$ cat config.mk
export PLATFORM = sky130hd
export DESIGN_NAME = scan_addr_gen
export DESIGN_NICKNAME = d
export VERILOG_FILES = /design/src/rtl/sudoku_pkg.sv /design/src/rtl/scan_addr_gen.sv
export SDC_FILE = /design/constraint.sdc
export NUM_CORES = 1
export LEC_CHECK = 0
export BUFFER_PORTS_ARGS = -buffer_cell sky130_fd_sc_hd__buf_2
export CAP_MARGIN = 15
export CORE_MARGIN = 2
export CORE_UTILIZATION = 55
export DETAILED_ROUTE_END_ITERATION = 8
export PLACE_DENSITY = 0.91
export SYNTH_ARGS = -nofsm -noshare
export SYNTH_HDL_FRONTEND = slang
export SYNTH_SLANG_ARGS = --single-unit
$ cat constraint.sdc
create_clock -name vclk -period 11.8
set_input_delay 1.77 -clock vclk [all_inputs]
set_output_delay 1.77 -clock vclk [all_outputs]
set_load 0.05 [all_outputs]
$ cat src/rtl/sudoku_pkg.sv
// Shared constants, FSM state encoding and board indexing for the Sudoku move checker.
// Cell (i,j) lives at board bit offset 4*cell_index(i,j).
package sudoku_pkg;

  localparam int GRID_N    = 9;
  localparam int CELL_W    = 4;
  localparam int NUM_CELLS = GRID_N * GRID_N;
  localparam int BOARD_W   = NUM_CELLS * CELL_W;

  typedef enum logic [2:0] {
    ST_IDLE,
    ST_ROW,
    ST_COL,
    ST_BOX,
    ST_DONE
  } mc_state_t;

  function automatic logic [6:0] cell_index(input logic [3:0] i, input logic [3:0] j);
    return 7'(i) * 7'd9 + 7'(j);
  endfunction

endpackage

$ cat src/rtl/scan_addr_gen.sv
// Combinational address generator: maps (scan state, step k, target) to the examined cell.
// Zero latency; returns (0,0) outside the scan states.
module scan_addr_gen
  import sudoku_pkg::*;
(
  input  logic [2:0] state,
  input  logic [3:0] k,
  input  logic [3:0] pi,
  input  logic [3:0] pj,
  output logic [3:0] ei,
  output logic [3:0] ej
);

  logic [3:0] bi;
  logic [3:0] bj;
  logic [3:0] k_div3;
  logic [3:0] k_mod3;

  always_comb begin
    bi     = (pi / 4'd3) * 4'd3;
    bj     = (pj / 4'd3) * 4'd3;
    k_div3 = k / 4'd3;
    k_mod3 = k - k_div3 * 4'd3;
    ei     = 4'd0;
    ej     = 4'd0;
    case (state)
      ST_ROW: begin
        ei = pi;
        ej = k;
      end
      ST_COL: begin
        ei = k;
        ej = pj;
      end
      ST_BOX: begin
        ei = bi + k_div3;
        ej = bj + k_mod3;
      end
      default: begin
        ei = 4'd0;
        ej = 4'd0;
      end
    endcase
  end

endmodule

==> results of run 1 <==
[worst max-delay path, stage by stage]
cell and delay (ps):
buf_2 140, nand2b_1 240, inv_1 70, ha_1 190
inv_1 60, ha_1 270, o31ai_4 140, inv_1 130
fa_1 450, fa_1 490, fa_1 520, inv_1 60
fa_1 440, xor2_1 170, xnor2_1 210, nand3_1 90
o221ai_1 70, buf_2 290
[how the worst min path moves through the flow]
stage | from | endpoint | slack (ps)
floorplan | pj[2] | ej[2] | 3870
global placement | state[2] | ej[2] | 3970
detailed placement | state[2] | ei[3] | 3980
CTS | state[2] | ei[0] | 3980
global route | state[2] | ej[2] | 4010
finish | state[2] | ei[0] | 3990
[per-stage QoR]
stage	hold slack [ps]	area [µm²]	utilization (%)	cells	total power, mW
after floorplan	3869	967.2	-	128	0.06978
after global placement	3967	1081	64.00	163	0.08365
after detailed placement	3980	1081	64.00	163	0.08844
after CTS	3983	1081	64.00	163	0.08896
after global routing	4010	1081	64.00	163	0.09951
final	3986	1081	64.00	163	0.08858
[metal layers]
metal  wire (µm)  vias up  GRT usage [%]
met5           0        -              0
met4          21        0          2.857
met3          67        2              0
met2        1059       24          38.33
met1         967      433          27.47
li1            -      469              -
[layout by cell type, fill, tap and decap left out]
master,count
o31ai_4,1
a221o_1,1
a21oi_1,2
o211ai_1,1
a31oi_1,4
nand2_1,18
a221oi_1,1
nand3_1,3
nor2b_1,3
fa_1,8
xor2_1,3
a31o_1,1
o221ai_1,1
xnor2_1,6
mux2i_1,1
nor2_1,8
o211ai_2,1
o21ai_0,1
o31a_1,2
nand2b_1,7
inv_1,18
inv_2,2
or3b_1,1
o21ai_1,3
ha_1,11
a22oi_1,7
buf_2,23
mux2_1,2
inv_4,1
a2111oi_4,1
and2_1,2
nand2b_4,2
[cells by family after synthesis]
group                      after synthesis
muxes                                    3
adders and majority gates               19
AOI/OAI and AO/OA                       27
and+or+nand+nor                         44
xor gates and xnor gates                 9
buffers and inverters                   26
[area by class of cell]
cell class / instances / share of cell area (%)
multi-input cells: 102 / 79.86
repair buffers: 23 / 10.65
inverters: 21 / 7.523
well taps: 17 / 1.968
[power by group]
part | internal (mW) | leakage, nW | switching (mW)
clock network | 0 | 0 | 0
logic | 0.0355 | 0.538 | 0.0530
registers | 0 | 0 | 0
==> results.toml, run 1 <==
[sta]
max_freq_mhz = 131.8
finalCritPeriodShare_pct = 64.31
tightest_slew_ps = 572.5
setup-violations-final = 0
drv_slew = 0
hold_violations = 0
final.setup.tns_ps = 0
slew_headroom_pct = 61.75
rsz0062_at_grt = "no"
timing.final.ws_setup_ps = 4211
min_period_ps = 7589

[yosys]
synthTopCellsByArea = "fa_1 (17%), ha_1 (14%), inv_1 (7.0%)"
synth_area_um2 = 967.2
yosys_warnings = 0
ys_top_cells_by_count = "inv_1 (18), nand2_1 (18), ha_1 (11)"
synth_xor_area_share_pct = 8.150
seq_area_frac_synth_pct = 0
netlist_instances = 128
synth_top_cell_by_area = "fa_1"
synth.area.mux_share_pct = 3.364
synth_top_family_by_area = "adder cells"
synth_compound_area_share_pct = 23.80
synth_nets = 162
synth_adder_area_share_pct = 30.79
syn_avg_cell_area_um2 = 7.556
synth_top_area_share_pct = 16.56
post_synth_and_or_nand_nor_area_fraction_pct = 23.16
synth_cell_types = 34

[die]
placementRows = 15
core_um2 = 1689
die_w_um = 45.94
initial_utilization_pct = 57.26
die_height_um = 45.94
die-area_um2 = 2110
ios = 23

[final_layout]
layout-drive-gt1-share_pct = 21.23
synthToLayoutAreaGrowth_pct = 11.77
flops_and_latches = 0
register_area_um2 = 0
antenna_cells = 0
fin_nets = 182
nClkBuffers = 0
multiInputGateArea_um2 = 863.3
fillers = 159

[power_and_ir_drop]
power.leakage_nw = 0.5380
ir_worst_vdd_mv = 0.05165
p_per_area_nw_per_um2 = 81.94

[global_routing]
grt_overflow = 0
grt_max_degree = 14
grt_antenna_before_repair = 0
grt_pass1_vias = 840
grt_pass1_wl_um = 3332
track_usage_pct = 20.78

[outcome]
status = "finished, final reports clean"

[routing]
wirelength_um = 2115
first_pass_iters = 4
viasPerCell = 5.693
vias = 928
wl_per_cell_um = 12.98
drtAntennaViolNets = 0
drt_iter0_drc = 18
route.detailed.drc = 0

[placed_design]
dpl.hpwl_um = 1835
post-place-ws_ps = 4201
gp_congestion = 0.8229
port_buffers = 23

[hold_path]
worstHoldPathType = "primary input to primary output"
whs_path_depth = 3

[clock_tree]
cts_resized = 0
ctsHoldBuffers = 0
cts_setup_buffers = 0

[critical_path]
startpoint = "k[3]"
cp_max_fo = 5
startpoint_type = "primary input"
endpoint_kind = "primary output"
crit_path_end = "ej[3]"
worstPathRequired_ps = 10030
crit_arrival_ps = 5820
path_class = "primary input to primary output"

[flow_run]
maxCapViolations = 0
No activity file was read; power rests on OpenSTA's default activity.
==> inputs of run 2 (changes only) <==
- clock period: 11.8 -> 7.59 ns (I/O delays scaled with it)
==> run 2 against run 1 <==
Worst setup slack lost 2900 ps. Largest cell class unchanged. Die area is the same. Flip-flop and latch count is the same. Largest power group unchanged. Combinational power grew 56%.
==> results.toml, run 2 (synthesized netlist as in run 1, its figures left out) <==
[placed_design]
placed_area_um2 = 1081
place_inst = 163
gp_congestion = 0.8713
dpl.hpwl_um = 1880
port_buffers = 23

[routing]
wl_per_cell_um = 13.33
wirelength_um = 2173
first_pass_iters = 4
vias = 924
drt_iter0_drc = 18
route.detailed.drc = 0
viasPerCell = 5.669
drtAntennaViolNets = 0

[sta]
setup-violations-final = 0
rsz0062_at_grt = "no"
slew_headroom_pct = 58.81
drv_slew = 0
tightest_slew_ps = 616.6
hold_violations = 0
max_freq_mhz = 158.4
final.setup.tns_ps = 0
min_period_ps = 6312
timing.hold.ws_ps = 2725
finalCritPeriodShare_pct = 83.16

[global_routing]
grt_pass1_vias = 896
grt_antenna_before_repair = 0
grt_overflow = 0
track_usage_pct = 23.10
grt_max_degree = 14
grt_pass1_wl_um = 3636

[clock_tree]
cts_resized = 0
ctsHoldBuffers = 0
cts_setup_buffers = 0

[critical_path]
path_class = "primary input to primary output"
startpoint_type = "primary input"
cp_max_fo = 5
path_cells = "buf_2 > nand2b_1 > inv_1 > ha_1 > inv_1 > ha_1 > o31ai_4 > inv_1 > fa_1 > fa_1 > fa_1 > inv_1 > fa_1 > xor2_1 > xnor2_1 > nand3_1 > o221ai_1 > buf_2"
crit_arrival_ps = 5170
cpMaxStageDelayCell = "fa_1"
worstPathRequired_ps = 6450
endpoint_kind = "primary output"
slowest_delay_ps = 520
cp_top_family = "adder cells"
worst-path-buf-inv = 6

[final_layout]
post-route-cell-area_um2 = 1081
fillers = 156
nClkBuffers = 0
antenna_cells = 0
layout_common_cells = "buf_2 (23), inv_1 (18), nand2_1 (18), ha_1 (11)"
layout-drive-gt1-share_pct = 21.23
final_common_cell = "buf_2"
multiInputGateArea_um2 = 863.3
fin_nets = 182
register_area_um2 = 0
stdcell_count = 163
synthToLayoutAreaGrowth_pct = 11.77
final_core_util_pct = 64.00
flops_and_latches = 0

[power_and_ir_drop]
ir_worst_vdd_mv = 0.1162
power.leakage_nw = 0.5380
p_per_area_nw_per_um2 = 127.5

[outcome]
status = "finished, final reports clean"

[flow_run]
maxCapViolations = 0

[hold_path]
worstHoldPathType = "primary input to primary output"

[die]
die_w_um = 45.94
die_height_um = 45.94
die-area_um2 = 2110
placementRows = 15
ios = 23
initial_utilization_pct = 57.26
core_um2 = 1689
run 2: stage by stage:
stage | power (mW) | setup slack [ps]
2_1_floorplan | 0.1085 | 1349
3_3_place_gp | 0.1298 | 1437
3_5_place_dp | 0.1374 | 1313
4_1_cts | 0.1385 | 1290
5_1_grt | 0.1548 | 1030
6_report | 0.1378 | 1278
run 2: path summary, 6_finish.rpt:
path / startpoint / to / slack (ps) / depth (start not counted)
hold / removal: state[2] / ej[0] / 2720 / 3
setup / recovery: k[3] / ej[3] / 1280 / 18
run 2: metal layers:
layer / up-vias / share of wire, % / global-route usage [%]
li1: 466 / - / -
met1: 431 / 45 / 29.81
met2: 23 / 49 / 43.06
met3: 4 / 4.1 / 0.3968
met4: 0 / 1.0 / 3.429
met5: - / 0 / 0
run 2: worst min-delay path, stage by stage:
cell and delay, ps:
buf_2 180, nor2_1 60, buf_2 200
run 2: area by class of cell:
cell class,instances,share of cell area [%]
inverter,21,7.523
timing repair buffer,23,10.65
multi-input combinational,102,79.86
tap,17,1.968
run 2: power breakdown:
group	switching [mW]	total, mW	internal [mW]	leakage [nW]
Combinational	0.0828	0.138	0.0550	0.538
Sequential	0	0	0	0
Clock	0	0	0	0
Total	0.0828	0.138	0.0550	0.538
==> inputs of run 3 (changes only) <==
- clock period: 7.59 -> 6.22 ns (I/O delays scaled with it)
==> run 3 against run 2 <==
Routed wire length down 2.3%. Largest power group unchanged. Combinational power grew 24%. Sequential share of layout area stayed put. Largest cell class unchanged. Via count rose by 3.2%. Critical endpoint unchanged.
==> results.toml, run 3 (synthesized netlist as in run 1, its figures left out) <==
[final_layout]
antenna_cells = 0
flops_and_latches = 0
layout-drive-gt1-share_pct = 21.23
register_area_um2 = 0
final_common_cell = "buf_2"
layout_common_cells = "buf_2 (23), inv_1 (18), nand2_1 (18), ha_1 (11)"
post-route-cell-area_um2 = 1081
fillers = 155
fin_nets = 182
nClkBuffers = 0
synthToLayoutAreaGrowth_pct = 11.77

[critical_path]
worst-path-buf-inv = 6
cpMaxStageDelayCell = "fa_1"
endpoint_kind = "primary output"
slowest_delay_ps = 550
crit_arrival_ps = 4960
cp_top_family = "adder cells"
path_class = "primary input to primary output"
crit_path_end = "ej[3]"
startpoint_type = "primary input"
startpoint = "k[3]"
path_cells = "buf_2 > nand2b_1 > inv_1 > ha_1 > inv_1 > ha_1 > o31ai_4 > inv_1 > fa_1 > fa_1 > fa_1 > inv_1 > fa_1 > xor2_1 > xnor2_1 > nand3_1 > o221ai_1 > buf_2"
cp.depth = 18
worstPathRequired_ps = 5290
cp_max_fo = 5

[sta]
hold_violations = 0
min_period_ps = 5894
rsz0062_at_grt = "no"
finalCritPeriodShare_pct = 94.76
slew_headroom_pct = 63.02
setup-violations-final = 0
final.setup.tns_ps = 0
timing.final.ws_setup_ps = 325.9
max_freq_mhz = 169.7
drv_slew = 0
tightest_slew_ps = 553.5

[global_routing]
grt_antenna_before_repair = 0
track_usage_pct = 21.85
grt_pass1_wl_um = 3505
grt_max_degree = 14
grt_pass1_vias = 814
grt_overflow = 0

[routing]
top_layer_used = "met4"
viasPerCell = 5.853
met1_length_um = 954
wl_per_cell_um = 13.02
wirelength_um = 2122
vias = 954
first_pass_iters = 4
wl_met3_um = 89
wl_met2_um = 1061
route.detailed.drc = 0
drt_iter0_drc = 20
drtAntennaViolNets = 0

[clock_tree]
cts_resized = 0
ctsHoldBuffers = 0
cts_setup_buffers = 0

[die]
initial_utilization_pct = 57.26
ios = 23
die_w_um = 45.94
die-area_um2 = 2110
die_height_um = 45.94
core_um2 = 1689
placementRows = 15

[placed_design]
gp_congestion = 0.8994
post-place-ws_ps = 356.4
placed_area_um2 = 1081
port_buffers = 23
dpl.hpwl_um = 1865

[power_and_ir_drop]
ir_worst_vdd_mv = 0.1133
p_per_area_nw_per_um2 = 158.3
power.leakage_nw = 0.5380
p_total_mw = 0.1711

[hold_path]
worstHoldPathType = "primary input to primary output"

[flow_run]
maxCapViolations = 0

[outcome]
status = "finished, final reports clean"
==> run 3: cell counts in the layout (fill, tap and decap cells not counted) <==
Identical to the previous run, type by type.
==> run 3: cell type report <==
| cell class | count | area, µm² | share of cell area [%] |
|---|---|---|---|
| multi-input cells | 102 | 863.3 | 79.86 |
| inverters | 21 | 81.33 | 7.523 |
| well taps | 17 | 21.27 | 1.968 |
| repair buffers | 23 | 115.1 | 10.65 |
==> run 3: worst min-delay path by stage <==
stage	from	endpoint	slack [ps]	depth (start not counted)
global placement	state[2]	ej[2]	2290	3
floorplan	pj[2]	ej[2]	2190	2
CTS	state[2]	ej[2]	2310	3
global route	state[2]	ej[2]	2330	3
finish	state[2]	ej[2]	2310	3
detailed placement	state[2]	ej[2]	2310	3
==> run 3: per-stage QoR <==
step           cells  util [%]  hold WS, ps
2_1_floorplan    128         -         2195
3_3_place_gp     163     64.00         2295
3_5_place_dp     163     64.00         2306
4_1_cts          163     64.00         2306
5_1_grt          163     64.00         2325
6_report         163     64.00         2311
==> run 3: power by group <==
part	leakage (nW)	switching, mW	internal, mW
registers	0	0	0
clock network	0	0	0
logic	0.538	0.102	0.0689
total	0.538	0.102	0.0689
==> run 3: tightest hold or removal path, stage by stage <==
cell	delay [ps]
buf_2	180
a21oi_1	60
buf_2	200
==> run 3: routing by layer <==
metal | vias to the layer above | track usage, %
met5 | - | 0
met4 | 0 | 1.714
met3 | 4 | 0
met2 | 36 | 41.11
met1 | 448 | 28.71
li1 | 466 | -
